`config.mk`:
```
export PLATFORM = sky130hd
export DESIGN_NAME = my_quant_drain
export DESIGN_NICKNAME = d
export VERILOG_FILES = /design/src/rtl/my_quant_pkg.sv /design/src/rtl/my_quant_unit.sv /design/src/rtl/my_quant_drain.sv
export SDC_FILE = /design/constraint.sdc
export NUM_CORES = 1
export LEC_CHECK = 0
export ABC_AREA = 1
export BUFFER_PORTS_ARGS = -buffer_cell sky130_fd_sc_hd__buf_4
export CORE_UTILIZATION = 46
export CTS_BUF_LIST = sky130_fd_sc_hd__clkbuf_8
export CTS_CLUSTER_DIAMETER = 150
export DETAILED_ROUTE_END_ITERATION = 16
export PLACE_DENSITY_LB_ADDON = 0.3
export SYNTH_ARGS = -nofsm -noshare
export SYNTH_HDL_FRONTEND = slang
export SYNTH_SLANG_ARGS = --single-unit
```
`constraint.sdc`:
```
create_clock -name S_AXI_ACLK -period 4.8 [get_ports S_AXI_ACLK]
set_clock_uncertainty 0.15 [all_clocks]
set_input_delay 0.96 -clock S_AXI_ACLK [delete_from_list [all_inputs] [get_ports S_AXI_ACLK]]
set_output_delay 0.96 -clock S_AXI_ACLK [all_outputs]
set_load 0.02 [all_outputs]
```
`src/rtl/my_quant_pkg.sv`:
```
// Shared definitions for the quantize/drain stage: FSM encoding, packing
// geometry and saturation limits for both the unsigned and signed builds.
package my_quant_pkg;

  localparam logic [1:0] S_IDLE  = 2'd0;
  localparam logic [1:0] S_READ  = 2'd1;
  localparam logic [1:0] S_WRITE = 2'd2;
  localparam logic [1:0] S_DONE  = 2'd3;

  localparam int ELEMS_PER_WORD = 4;
  localparam int BLK_WIDTH_DEF  = 8;
  localparam int GROUPS         = BLK_WIDTH_DEF * BLK_WIDTH_DEF / ELEMS_PER_WORD;

  localparam int U_MAX = 255;
  localparam int S_MAX = 127;
  localparam int S_MIN = -128;

endpackage

```
`src/rtl/my_quant_unit.sv`:
```
// Combinational requantizer: rounding right shift plus saturation to 8 bits.
// Build option QUANT_SIGNED_EN selects signed [-128,127] output instead of
// the default ReLU + unsigned [0,255] path.
module my_quant_unit
  import my_quant_pkg::*;
(
  input  logic [31:0] x,
  input  logic [4:0]  shift,
  output logic [7:0]  q
);

  logic [32:0] rnd;

  // Half-LSB rounding term; no rounding when the shift is zero.
  always_comb begin
    rnd = '0;
    if (shift != 5'd0) rnd = 33'd1 << (shift - 5'd1);
  end

`ifdef QUANT_SIGNED_EN
  logic signed [32:0] sum;
  logic signed [32:0] shr;

  // Signed round, arithmetic shift, clamp to int8.
  always_comb begin
    sum = $signed({x[31], x}) + $signed(rnd);
    shr = sum >>> shift;
    if (shr > 33'(S_MAX))      q = 8'h7F;
    else if (shr < 33'(S_MIN)) q = 8'h80;
    else                       q = shr[7:0];
  end
`else
  logic [32:0] sum;
  logic [32:0] shr;

  // ReLU, then unsigned round and logical shift, clamp to uint8.
  always_comb begin
    sum = {1'b0, x} + rnd;
    shr = sum >> shift;
    if (x[31])                 q = 8'h00;
    else if (shr > 33'(U_MAX)) q = 8'hFF;
    else                       q = shr[7:0];
  end
`endif

endmodule

```
`src/rtl/my_quant_drain.sv`:
```
// Drain stage after the PE-array matmul: reads the 32-bit results from BRAM,
// requantizes each to 8 bits, packs four per word and writes them back.
// Optional build macro: QUANT_SIGNED_EN (signed int8 output, no ReLU).
module my_quant_drain
  import my_quant_pkg::*;
#(
  parameter int BRAM_ADDR_WIDTH = 32,
  parameter int BRAM_DATA_WIDTH = 32,
  parameter int BRAM_WE_WIDTH   = 4,
  parameter int BLK_WIDTH       = 8,
  parameter int SRC_BASE        = 0,
  parameter int DST_BASE        = 128,
  parameter int RD_LATENCY      = 1,
  parameter int DONE_LENGTH     = 5
) (
  input  logic                       S_AXI_ACLK,
  input  logic                       S_AXI_ARESET,
  input  logic                       start,
  input  logic [4:0]                 shift,
  output logic                       done,
  output logic                       busy,
  output logic [BRAM_ADDR_WIDTH-1:0] BRAM_ADDR,
  input  logic [BRAM_DATA_WIDTH-1:0] BRAM_RDDATA,
  output logic [BRAM_DATA_WIDTH-1:0] BRAM_WRDATA,
  output logic [BRAM_WE_WIDTH-1:0]   BRAM_WE
);

  localparam int NGRP = BLK_WIDTH * BLK_WIDTH / ELEMS_PER_WORD;
  localparam int GW   = (NGRP > 1) ? $clog2(NGRP) : 1;
  localparam int WAW  = BRAM_ADDR_WIDTH - 2;
  localparam int SW   = $clog2(RD_LATENCY + 1);
  localparam int DW   = (DONE_LENGTH > 1) ? $clog2(DONE_LENGTH) : 1;

  logic [1:0]                 state;
  logic [GW-1:0]              g;
  logic [1:0]                 idx;
  logic [SW-1:0]              sub;
  logic [DW-1:0]              dcnt;
  logic [BRAM_DATA_WIDTH-1:0] pack;
  logic [4:0]                 shift_q;
  logic [7:0]                 q;
  logic [WAW-1:0]             word_addr;

  my_quant_unit u_quant (
    .x     (BRAM_RDDATA[31:0]),
    .shift (shift_q),
    .q     (q)
  );

  // Job sequencer: each read slot holds the address RD_LATENCY+1 cycles and
  // captures on its last cycle; one write per group of four elements.
  always_ff @(posedge S_AXI_ACLK) begin
    if (S_AXI_ARESET) begin
      state   <= S_IDLE;
      g       <= '0;
      idx     <= '0;
      sub     <= '0;
      dcnt    <= '0;
      pack    <= '0;
      shift_q <= '0;
    end else begin
      case (state)
        S_IDLE: if (start) begin
          shift_q <= shift;
          g       <= '0;
          idx     <= '0;
          sub     <= '0;
          state   <= S_READ;
        end
        S_READ: begin
          if (sub == SW'(RD_LATENCY)) begin
            pack[{idx, 3'b000} +: 8] <= q;
            sub <= '0;
            idx <= idx + 2'd1;
            if (idx == 2'd3) state <= S_WRITE;
          end else begin
            sub <= sub + SW'(1);
          end
        end
        S_WRITE: begin
          if (g == GW'(NGRP - 1)) begin
            dcnt  <= '0;
            state <= S_DONE;
          end else begin
            g     <= g + GW'(1);
            state <= S_READ;
          end
        end
        default: begin
          if (dcnt == DW'(DONE_LENGTH - 1)) state <= S_IDLE;
          else dcnt <= dcnt + DW'(1);
        end
      endcase
    end
  end

  // Address and write-port decode from the current state.
  always_comb begin
    word_addr = '0;
    if (state == S_READ)  word_addr = WAW'(SRC_BASE) + WAW'({g, idx});
    if (state == S_WRITE) word_addr = WAW'(DST_BASE) + WAW'(g);
  end

  assign BRAM_ADDR   = {word_addr, 2'b00};
  assign BRAM_WE     = (state == S_WRITE) ? '1 : '0;
  assign BRAM_WRDATA = (state == S_WRITE) ? pack : '0;
  assign done        = (state == S_DONE);
  assign busy        = (state != S_IDLE);

endmodule

```
==> results of run 1 <==
placed cells by master (no fill, tap or decap), drive strengths merged:
master / n
a211oi: 4
a21oi: 53
a22oi: 1
a31oi: 2
and2: 1
and3: 1
buf: 99
clkbuf: 5
clkinv: 6
clkinvlp: 1
conb: 26
dfxtp: 49
fa: 1
ha: 41
inv: 238
nand2: 470
nand3: 181
nand3b: 4
nand4: 24
nor2: 184
nor3: 7
nor4: 2
o211ai: 6
o21a: 2
o21ai: 40
o21bai: 1
o221ai: 2
o22ai: 5
o31ai: 1
or2: 1
xnor2: 4
xor2: 3
cell type report:
type                       instances  area [um^2]  area share
inverter                         242          908       0.111
sequential                        49          983       0.120
tap                              211          264      0.0323
clock buffer                       5         68.8     0.00842
multi-input combinational       1067         5170       0.633
timing repair buffer              99          751      0.0919
clock inverter                     3         25.0     0.00306
worst max path at each step:
stage	end	cells past startpoint	slack [ns]
floorplan	pack[24]$_SDFFE_PP0P_	33	0.45
global placement	pack[28]$_SDFFE_PP0P_	30	0.36
detailed placement	pack[27]$_SDFFE_PP0P_	30	0.20
CTS	pack[27]$_SDFFE_PP0P_	30	0.19
global route	pack[27]$_SDFFE_PP0P_	31	-0.07
finish	pack[29]$_SDFFE_PP0P_	27	0.32
flip-flops by register name (all words and copies together), names as in the netlist:
| signal | flops |
|---|---|
| state | 2 |
| shift_q | 5 |
| g | 4 |
| sub | 1 |
| dcnt | 3 |
| idx | 2 |
| pack | 32 |
what timing repair did:
| item | in CTS | in global routing |
|---|---|---|
| hold buffers | 0 | 0 |
| gates resized for setup | 0 | 20 |
| buffers inserted | 0 | 2 |
| setup endpoints to repair | 0 | 32 |
critical path, stage by stage (launching register included):
cell and delay (ns):
dfxtp_2 0.36, nor2_2 0.13, inv_1 0.08, nor2_2 0.13
buf_4 0.17, nand3_1 0.11, nand2_2 0.15, nor2_1 0.07
ha_1 0.36, nand2_1 0.13, nor2_1 0.29, nand3_1 0.14
nand3_2 0.16, nand2_1 0.09, nand3_1 0.15, nand3_1 0.12
nand2_1 0.10, nand2_1 0.06, nand2_1 0.11, o21ai_0 0.12
o211ai_1 0.29, nand3_2 0.17, nor2_8 0.25, nand3_2 0.14
nand4_1 0.14, nor2_1 0.06, nor2_1 0.10, nor2_1 0.04
routing by layer:
layer,part of all wire,vias up
met3,0.079,38
met1,0.45,3695
met2,0.45,319
met4,0.018,0
li1,-,4460
met5,0,-
cells by family after synthesis:
group                      count (synthesis)  synth area share
and+or+nand+nor                          875             0.515
buffers and inverters                    317             0.183
AOI/OAI and AO/OA                        117            0.0871
DFF                                       49             0.134
adders and majority gates                 42            0.0726
xor gates and xnor gates                   7           0.00835
other                                      1          0.000511
where the power goes:
group | internal (mW) | total, mW | switching, mW
combinational | 0.272 | 0.852 | 0.580
sequential | 0.423 | 0.444 | 0.0211
clock | 0.105 | 0.255 | 0.150
per-stage QoR:
stage / total power, mW / TNS, ns
3_5_place_dp: 1.27 / 0
2_1_floorplan: 1.10 / 0
6_report: 1.55 / 0
4_1_cts: 1.52 / 0
5_1_grt: 1.69 / -0.646
3_3_place_gp: 1.27 / 0
==> impl_results.md, run 1 <==
* Final non-filler cell total at 1676
* Met3 usage at 0.0358
* DR WL/cell at 12.7 um
* Startpoint types: flip-flop
* Routed via count at 8512
* Max_cap viols at 0
* GP Congestion at 1.01
* I/O pins at 110
* Fillers at 1658
* R2R setup slack at 0.32 ns
* Maximum vdd drop at a little over 0.0002 V
* Kind of critical path: reg2reg
* Achievable Freq at between 200 and 250 MHz
* Most common cell in the synthesized netlist: nand2_1
* Initial antenna violation count at 0
* Final instance area at roughly 8000 um^2
* Cell depth of the worst hold path at 2
* PortBufs at 84
* Leak at between 4 and 5 nW
* Clk Latency, worst-skew pair at between 0.3 and 0.4 ns
* EDFF count, synth at 0
* DRC at 0
* Num CTS Buffers at 5
* Syn avg cell area at about 5.2 um^2
* Top cells by instance count after synthesis: nand2_1, inv_1, nor2_1
* Worst-path clk slew at 0.10 ns
* Status: completed
* Final Slew Violations at 0
* GRT busiest layer: met2
* Pre-antenna DRT Iters at 6
* Sequential share of the synthesized area at 0.134
* Total gr overflow at 0
* Starting DRT DRC Count at a little under 1000
* Commonest register cell after synthesis: dfxtp_1
* Initial Util at 0.478
* Row Count at 45
* Die area at 16500 um^2
* Req. time, crit path at around 4.8 ns
* Die height at around 130 um
* Vias in the first global route at 7475
* Detailed placement HPWL at 17500 um
* Critical Path Start: shift_q[1]$_SDFFE_PP0P_
* CTS tree: done
* Hold EP: pack[22]$_SDFFE_PP0P_
* PwrDens at 190 nW/um^2
* Max Root-Sink Buffers at 2
* Setup slack at placement at between 0.2 and 0.25 ns
* CP Capture Type: flip-flop
* Hold slack at around 0.32 ns
* CTS root buf: clkbuf_8
* Clk sinks at slightly below 50
* M2 GR Usage at 0.440
* Placed cells at ~1700
* Async S/R FF share, synth at 0
* Placed instance area at around 8000 um^2
* Distinct cell type count after synthesis at 43
* Core Region at between 15000 and 20000 um^2
* Relative slew slack at 0.230
* FF-to-FF path depth at 27
* Area grow syn2layout at 11.3%
* Crit share post-route at 0.933
* Diodes inserted at 0
* WP data arrival at between 4 and 5 ns
* Yosys reg bits at 49
* Share of layout cells above drive strength 1 at 0.113
* Vias per cell at ~5
* Chip width at 128 um
* Synth area leaders: nand2_1, dfxtp_1, inv_1
* Global-route wire length before repair at 35400 um
* Peak fanout along the critical path at 8
* Synth top area share at 0.235
* Worst Hold Class: reg2reg
* Post-Syn Area at 7340 um^2
* R2r startpoint: shift_q[1]$_SDFFE_PP0P_
* Post-layout nets at 1546
* Final setup margin at approximately 0.32 ns
* Max H-tree Level at 2
* Worst slew pin tran at 1.14 ns
* Met1 Usage GRT at 0.362
* Yosys top cell by area: nand2_1
* Post-route antenna net violation count at 0
* Largest net degree at the start of global routing at 42
* Synthesis warning total at 0
* Worst hold start: pack[22]$_SDFFE_PP0P_
* Crit Reg-Reg Endpoint: pack[29]$_SDFFE_PP0P_
* Routed wire length at 21300 um
* Tot GR Track Use at 0.265
* Final setup violating endpoints at 0
* Syn Inst Count at roughly 1400
* Final Hold Viols at 0
* Final min period at 4.48 ns
* Layout Utilization at 0.531
Note: power is estimated with default switching activity, not from simulation.
==> inputs of run 2 (changes only) <==
--- a/config.mk
+++ b/config.mk
@@ -7,7 +7,9 @@
 export LEC_CHECK = 0
 export ABC_AREA = 1
 export BUFFER_PORTS_ARGS = -buffer_cell sky130_fd_sc_hd__buf_4
-export CORE_UTILIZATION = 46
+export CELL_PAD_IN_SITES_DETAIL_PLACEMENT = 1
+export CELL_PAD_IN_SITES_GLOBAL_PLACEMENT = 2
+export CORE_UTILIZATION = 30
 export CTS_BUF_LIST = sky130_fd_sc_hd__clkbuf_8
 export CTS_CLUSTER_DIAMETER = 150
 export DETAILED_ROUTE_END_ITERATION = 16
==> run 2 against run 1 <==
Effect of this change:
- worst setup slack improved by 0.080 ns
- register-to-register slack better by 0.08 ns
- sequential share of layout area is 0.22 points lower
- non-clock buffer count grew 4
- critical path depth up 5
- sequential power barely moved
- hold slack barely moved
- first-iteration DRC count is 63% lower
- global-route usage fell by 4.1 points
- total power is 2.5% higher
- sequential cell count unchanged
- critical endpoint is now pack[27]$_SDFFE_PP0P_
- largest power group unchanged
- highest routed layer unchanged
==> impl_results.md, run 2 (synthesis gave the netlist of run 1 again) <==
* Starting DRT DRC Count at 358
* Largest registers: pack (32), shift_q (5), g (4)
* PortBufs at 84
* Detailed placement HPWL at 23000 um
* Cell family with most CP delay: simple AND/OR/NAND/NOR gates
* Core Region at between 20000 and 25000 um^2
* Die area at ~25000 um^2
* Share of layout cells above drive strength 1 at 0.118
* Area grow syn2layout at 13.7%
* Maximum vdd drop at 0.000112 V
* Max Root-Sink Buffers at 2
* Req. time, crit path at 4.86 ns
* Kind of critical path: reg2reg
* Max H-tree Level at 2
* Achievable Freq at about 230 MHz
* FF-to-FF path depth at 32
* Vias in the first global route at 8524
* Worst-path clk slew at 0.11 ns
* Pre-antenna DRT Iters at 4
* Max stage delay on crit path at 0.36 ns
* Initial Util at 0.309
* DRC at 0
* Initial antenna violation count at 0
* Total gr overflow at 0
* Routed via count at 8602
* Clk Latency, worst-skew pair at between 0.3 and 0.4 ns
* Pwr Total at 1.59 mW
* Final Slew Violations at 0
* Die height at 158 um
* Critical-path top delay cell: dfxtp_2
* Fillers at 3318
* I/O pins at 110
* Relative slew slack at 0.371
* Global-route wire length before repair at 43800 um
* Routed wire length at 27300 um
* FF+latch area at 986 um^2
* R2R setup slack at 0.40 ns
* Max_cap viols at 0
* Hold Buf Count CTS at 0
* Final Hold Viols at 0
* CP Capture Type: flip-flop
* DR WL/cell at ~15 um
* Crit share post-route at 0.916
* Final min period at roughly 4.4 ns
* GP Congestion at about 0.9
* R2r startpoint: shift_q[1]$_SDFFE_PP0P_
* Startpoint types: flip-flop
* Most flop-heavy register: pack
* Buf+Inv Stages, Crit Path at 2
* Setup slack at placement at ~0.23 ns
* CTS tree: done
* Final setup violating endpoints at 0
* Largest net degree at the start of global routing at 42
* Num CTS Buffers at 5
* Worst Hold Class: reg2reg
* Crit Reg-Reg Endpoint: pack[27]$_SDFFE_PP0P_
* Vias per cell at 4.81
* Leak at 4.52 nW
* Chip width at 158 um
* Most common cell after layout, fill and taps aside: nand2_1
* Most frequent cells in the layout: nand2_1, inv_1, nor2_1
* Row Count at 56
* Final setup margin at 0.402 ns
* Status: completed
* Multi-input gate area at 5190 um^2
* Clk sinks at 49
* Peak fanout along the critical path at 8
* PwrDens at 191 nW/um^2
* Diodes inserted at 0
* Tot GR Track Use at 0.224
* Most used cell, CP: nand2_1
* Post-route antenna net violation count at 0
* Hold EP: pack[6]$_SDFFE_PP0P_
* WP data arrival at 4.45 ns
* Largest register FFs at 32
* Cell depth of the worst hold path at 2
* Worst hold start: pack[6]$_SDFFE_PP0P_
* CTS root buf: clkbuf_8
* Post-layout nets at 1550
* Worst slew pin tran at 0.937 ns
[run 2: changes by cell type in the layout (fill, tap and decap cells not counted), sizes merged]
| cell | before | now |
|---|---|---|
| buf | 99 | 102 |
| clkbuf | 5 | 6 |
| clkinvlp | 1 | 0 |
| inv | 238 | 239 |
[run 2: repair_timing]
action | 4_1_cts | 5_1_grt
setup buffers | 0 | 2
gates resized for setup | 0 | 25
endpoints found under the setup margin | 0 | 32
[run 2: where the power goes]
part | switching, mW | internal, mW
logic | 0.611 | 0.272
clock network | 0.161 | 0.102
registers | 0.0204 | 0.423
[run 2: per-layer routing]
metal,wire [um],GRT usage,share of wire
met1,13300,0.296,0.49
met2,12800,0.393,0.47
met3,774,0.0166,0.028
met4,425,0.0495,0.016
met5,0,0,0
[run 2: worst max-delay path by stage]
stage / cells after the start / slack (ns) / endpoint / from
floorplan: 33 / 0.45 / pack[24]$_SDFFE_PP0P_ / shift_q[3]$_SDFFE_PP0P_
global placement: 30 / 0.34 / pack[15]$_SDFFE_PP0P_ / shift_q[0]$_SDFFE_PP0P_
detailed placement: 34 / 0.23 / pack[13]$_SDFFE_PP0P_ / shift_q[0]$_SDFFE_PP0P_
CTS: 34 / 0.21 / pack[13]$_SDFFE_PP0P_ / shift_q[0]$_SDFFE_PP0P_
global route: 32 / -0.01 / pack[9]$_SDFFE_PP0P_ / shift_q[1]$_SDFFE_PP0P_
finish: 32 / 0.40 / pack[27]$_SDFFE_PP0P_ / shift_q[1]$_SDFFE_PP0P_
[run 2: area by class of cell]
cell class,count,area share
multi-input combinational,1067,0.622
timing repair buffer,103,0.0928
sequential,49,0.118
inverter,242,0.109
clock buffer,5,0.00825
clock inverter,3,0.00210
tap,319,0.0478
[run 2: through the flow]
step | util | setup TNS, ns | hold slack, ns | instances | instance area (um^2)
after floorplan | - | 0 | 0.284 | 1433 | 7440
after global placement | 0.343 | 0 | 0.303 | 1777 | 8150
after detailed placement | 0.343 | 0 | 0.309 | 1777 | 8150
after CTS | 0.347 | 0 | 0.325 | 1785 | 8240
after global routing | 0.351 | -0.0201 | 0.357 | 1788 | 8350
final | 0.351 | 0 | 0.323 | 1788 | 8350
[run 2: tightest hold or removal path, cell delays in order, from the launching register on]
cell and delay [ns]:
dfxtp_1 0.33, nand2_1 0.06, a21oi_1 0.05
==> inputs of run 3 (changes only) <==
--- a/config.mk
+++ b/config.mk
@@ -9,11 +9,13 @@
 export BUFFER_PORTS_ARGS = -buffer_cell sky130_fd_sc_hd__buf_4
 export CELL_PAD_IN_SITES_DETAIL_PLACEMENT = 1
 export CELL_PAD_IN_SITES_GLOBAL_PLACEMENT = 2
+export CORE_ASPECT_RATIO = 1.4
 export CORE_UTILIZATION = 30
 export CTS_BUF_LIST = sky130_fd_sc_hd__clkbuf_8
 export CTS_CLUSTER_DIAMETER = 150
 export DETAILED_ROUTE_END_ITERATION = 16
 export PLACE_DENSITY_LB_ADDON = 0.3
+export REMOVE_ABC_BUFFERS = 1
 export SYNTH_ARGS = -nofsm -noshare
 export SYNTH_HDL_FRONTEND = slang
 export SYNTH_SLANG_ARGS = --single-unit
==> run 3 against run 2 <==
Effect of this change:
- via count grew 0.42%
- hold slack gained 0.00076 ns
- global-route usage grew 0.66 points
- clock power grew 21%
- combinational power grew 7.2%
- sequential power grew 0.9%
- critical path type unchanged
- largest cell class unchanged
==> impl_results.md, run 3 (synthesis gave the netlist of run 1 again) <==
* PwrDens at 198 nW/um^2
* CTS tree: done
* Critical-path top delay cell: dfxtp_1
* Vias per cell at 4.80
* Final Hold Viols at 0
* WP data arrival at 4.46 ns
* R2R setup slack at ~0.41 ns
* Tot GR Track Use at 0.230
* Final setup violating endpoints at 0
* Setup TNS at 0 ns
* DRC at 0
* Req. time, crit path at 4.87 ns
* Routed wire length at 28800 um
* CP Capture Type: flip-flop
* Status: completed
* Num CTS Buffers at 5
* Area grow syn2layout at 17.5%
* Most frequent cells in the layout: nand2_1, inv_1, nor2_1
* Chip width at 134 um
* Fillers at 3423
* Global-route wire length before repair at between 40000 and 50000 um
* Most used cell, CP: nand2_1
* Highest routed layer: met4
* Die height at 187 um
* Final instance area at 8630 um^2
* Worst slew pin tran at 1.07 ns
* Clk Latency, worst-skew pair at 0.32 ns
* Wire length on met2 at 15500 um
* Maximum vdd drop at between 0.00015 and 0.0002 V
* CTS root buf: clkbuf_8
* Max_cap viols at 0
* Vias in the first global route at 8680
* Cell family with most CP delay: simple AND/OR/NAND/NOR gates
* Share of layout cells above drive strength 1 at 0.151
* PortBufs at 84
* Pwr Total at 1.71 mW
* Max stage delay on crit path at 0.38 ns
* Placed instance area at 8310 um^2
* Largest net degree at the start of global routing at 42
* Met1 wire length at 11800 um
* Die area at 25100 um^2
* Achievable Freq at 228 MHz
* Total gr overflow at 0
* Largest registers: pack (32), shift_q (5), g (4)
* Peak fanout along the critical path at 8
* Initial Util at 0.306
* Largest register FFs at 32
* Max Root-Sink Buffers at 2
* Met3 WL at 505 um
* Hold slack at 0.324 ns
* Most common cell after layout, fill and taps aside: nand2_1
* Clk sinks at 49
* Crit share post-route at 0.915
* GP Congestion at 0.906
* Row Count at 67
* Worst-path clk slew at 0.10 ns
* Final non-filler cell total at 1799
* Post-layout nets at about 1600
* Routed via count at 8638
* Diodes inserted at 0
* Most flop-heavy register: pack
* Startpoint types: flip-flop
* Core Region at 24000 um^2
* Leak at 4.64 nW
* Worst Hold Class: reg2reg
* I/O pins at 110
* Final min period at 4.39 ns
* Starting DRT DRC Count at 298
* DR WL/cell at roughly 16 um
* Pre-antenna DRT Iters at 5
* Kind of critical path: reg2reg
* Initial antenna violation count at 0
* Max H-tree Level at 2
* Detailed placement HPWL at 24500 um
* Final Slew Violations at 0
* Placed cells at roughly 1800
* Post-route antenna net violation count at 0
* Relative slew slack at 0.284
* Buf+Inv Stages, Crit Path at 4
==> run 3: cell types whose count changed in the layout (fill, tap and decap cells not counted), sizes merged <==
cell	change
clkbuf	-1
clkinv	-1
bufinv	+1
clkinvlp	+2
inv	-2
buf	+21
==> run 3: worst reg2reg max path, delay by kind of cell, from the launching register on <==
| family | cells | cell delay, ns |
|---|---|---|
| buf+inv | 4 | 0.36 |
| flops | 1 | 0.38 |
| simple gates | 24 | 3.18 |
| fa+ha+maj | 1 | 0.21 |
==> run 3: layout make-up <==
type,count,area [um^2],area share
Clock inverter,3,46.3,0.00537
Timing Repair Buffer,123,931,0.108
Multi-Input combinational cell,1067,5290,0.613
Clock buffer,5,68.8,0.00798
Tap cell,310,388,0.0450
Inverter,242,912,0.106
Sequential cell,49,988,0.115
==> run 3: routing by layer <==
| metal | vias to the layer above | global-route usage |
|---|---|---|
| met3 | 46 | 0.0114 |
| met4 | 0 | 0.0830 |
| met5 | - | 0 |
| met1 | 3972 | 0.255 |
| met2 | 126 | 0.453 |
| li1 | 4494 | - |
==> run 3: worst paths after layout <==
kind,from,end,depth (start not counted)
setup / recovery,shift_q[1]$_SDFFE_PP0P_,pack[25]$_SDFFE_PP0P_,29
hold / removal,pack[23]$_SDFFE_PP0P_,pack[23]$_SDFFE_PP0P_,2
hold reg to reg,pack[23]$_SDFFE_PP0P_,pack[23]$_SDFFE_PP0P_,2
setup reg to reg,shift_q[1]$_SDFFE_PP0P_,pack[25]$_SDFFE_PP0P_,29
==> run 3: report_power, final <==
group          internal, mW  switching [mW]  leakage, nW
registers             0.423          0.0247        0.398
clock network         0.156           0.160       0.0543
logic                 0.305           0.642         4.18
total                 0.884           0.827         4.64
==> run 3: through the flow <==
stage	util	worst slack, ns
floorplan	-	-0.551
global placement	0.346	0.0701
detailed placement	0.346	0.00480
CTS	0.351	0.0167
global route	0.360	-0.0107
finish	0.360	0.409
==> run 3: repair_timing <==
item | in CTS | in global routing
cloned | 0 | 0
pin swaps | 0 | 6
setup buffers | 0 | 1
hold buffers | 0 | 0
endpoints found under the setup margin | 1 | 32
resized for setup | 1 | 57
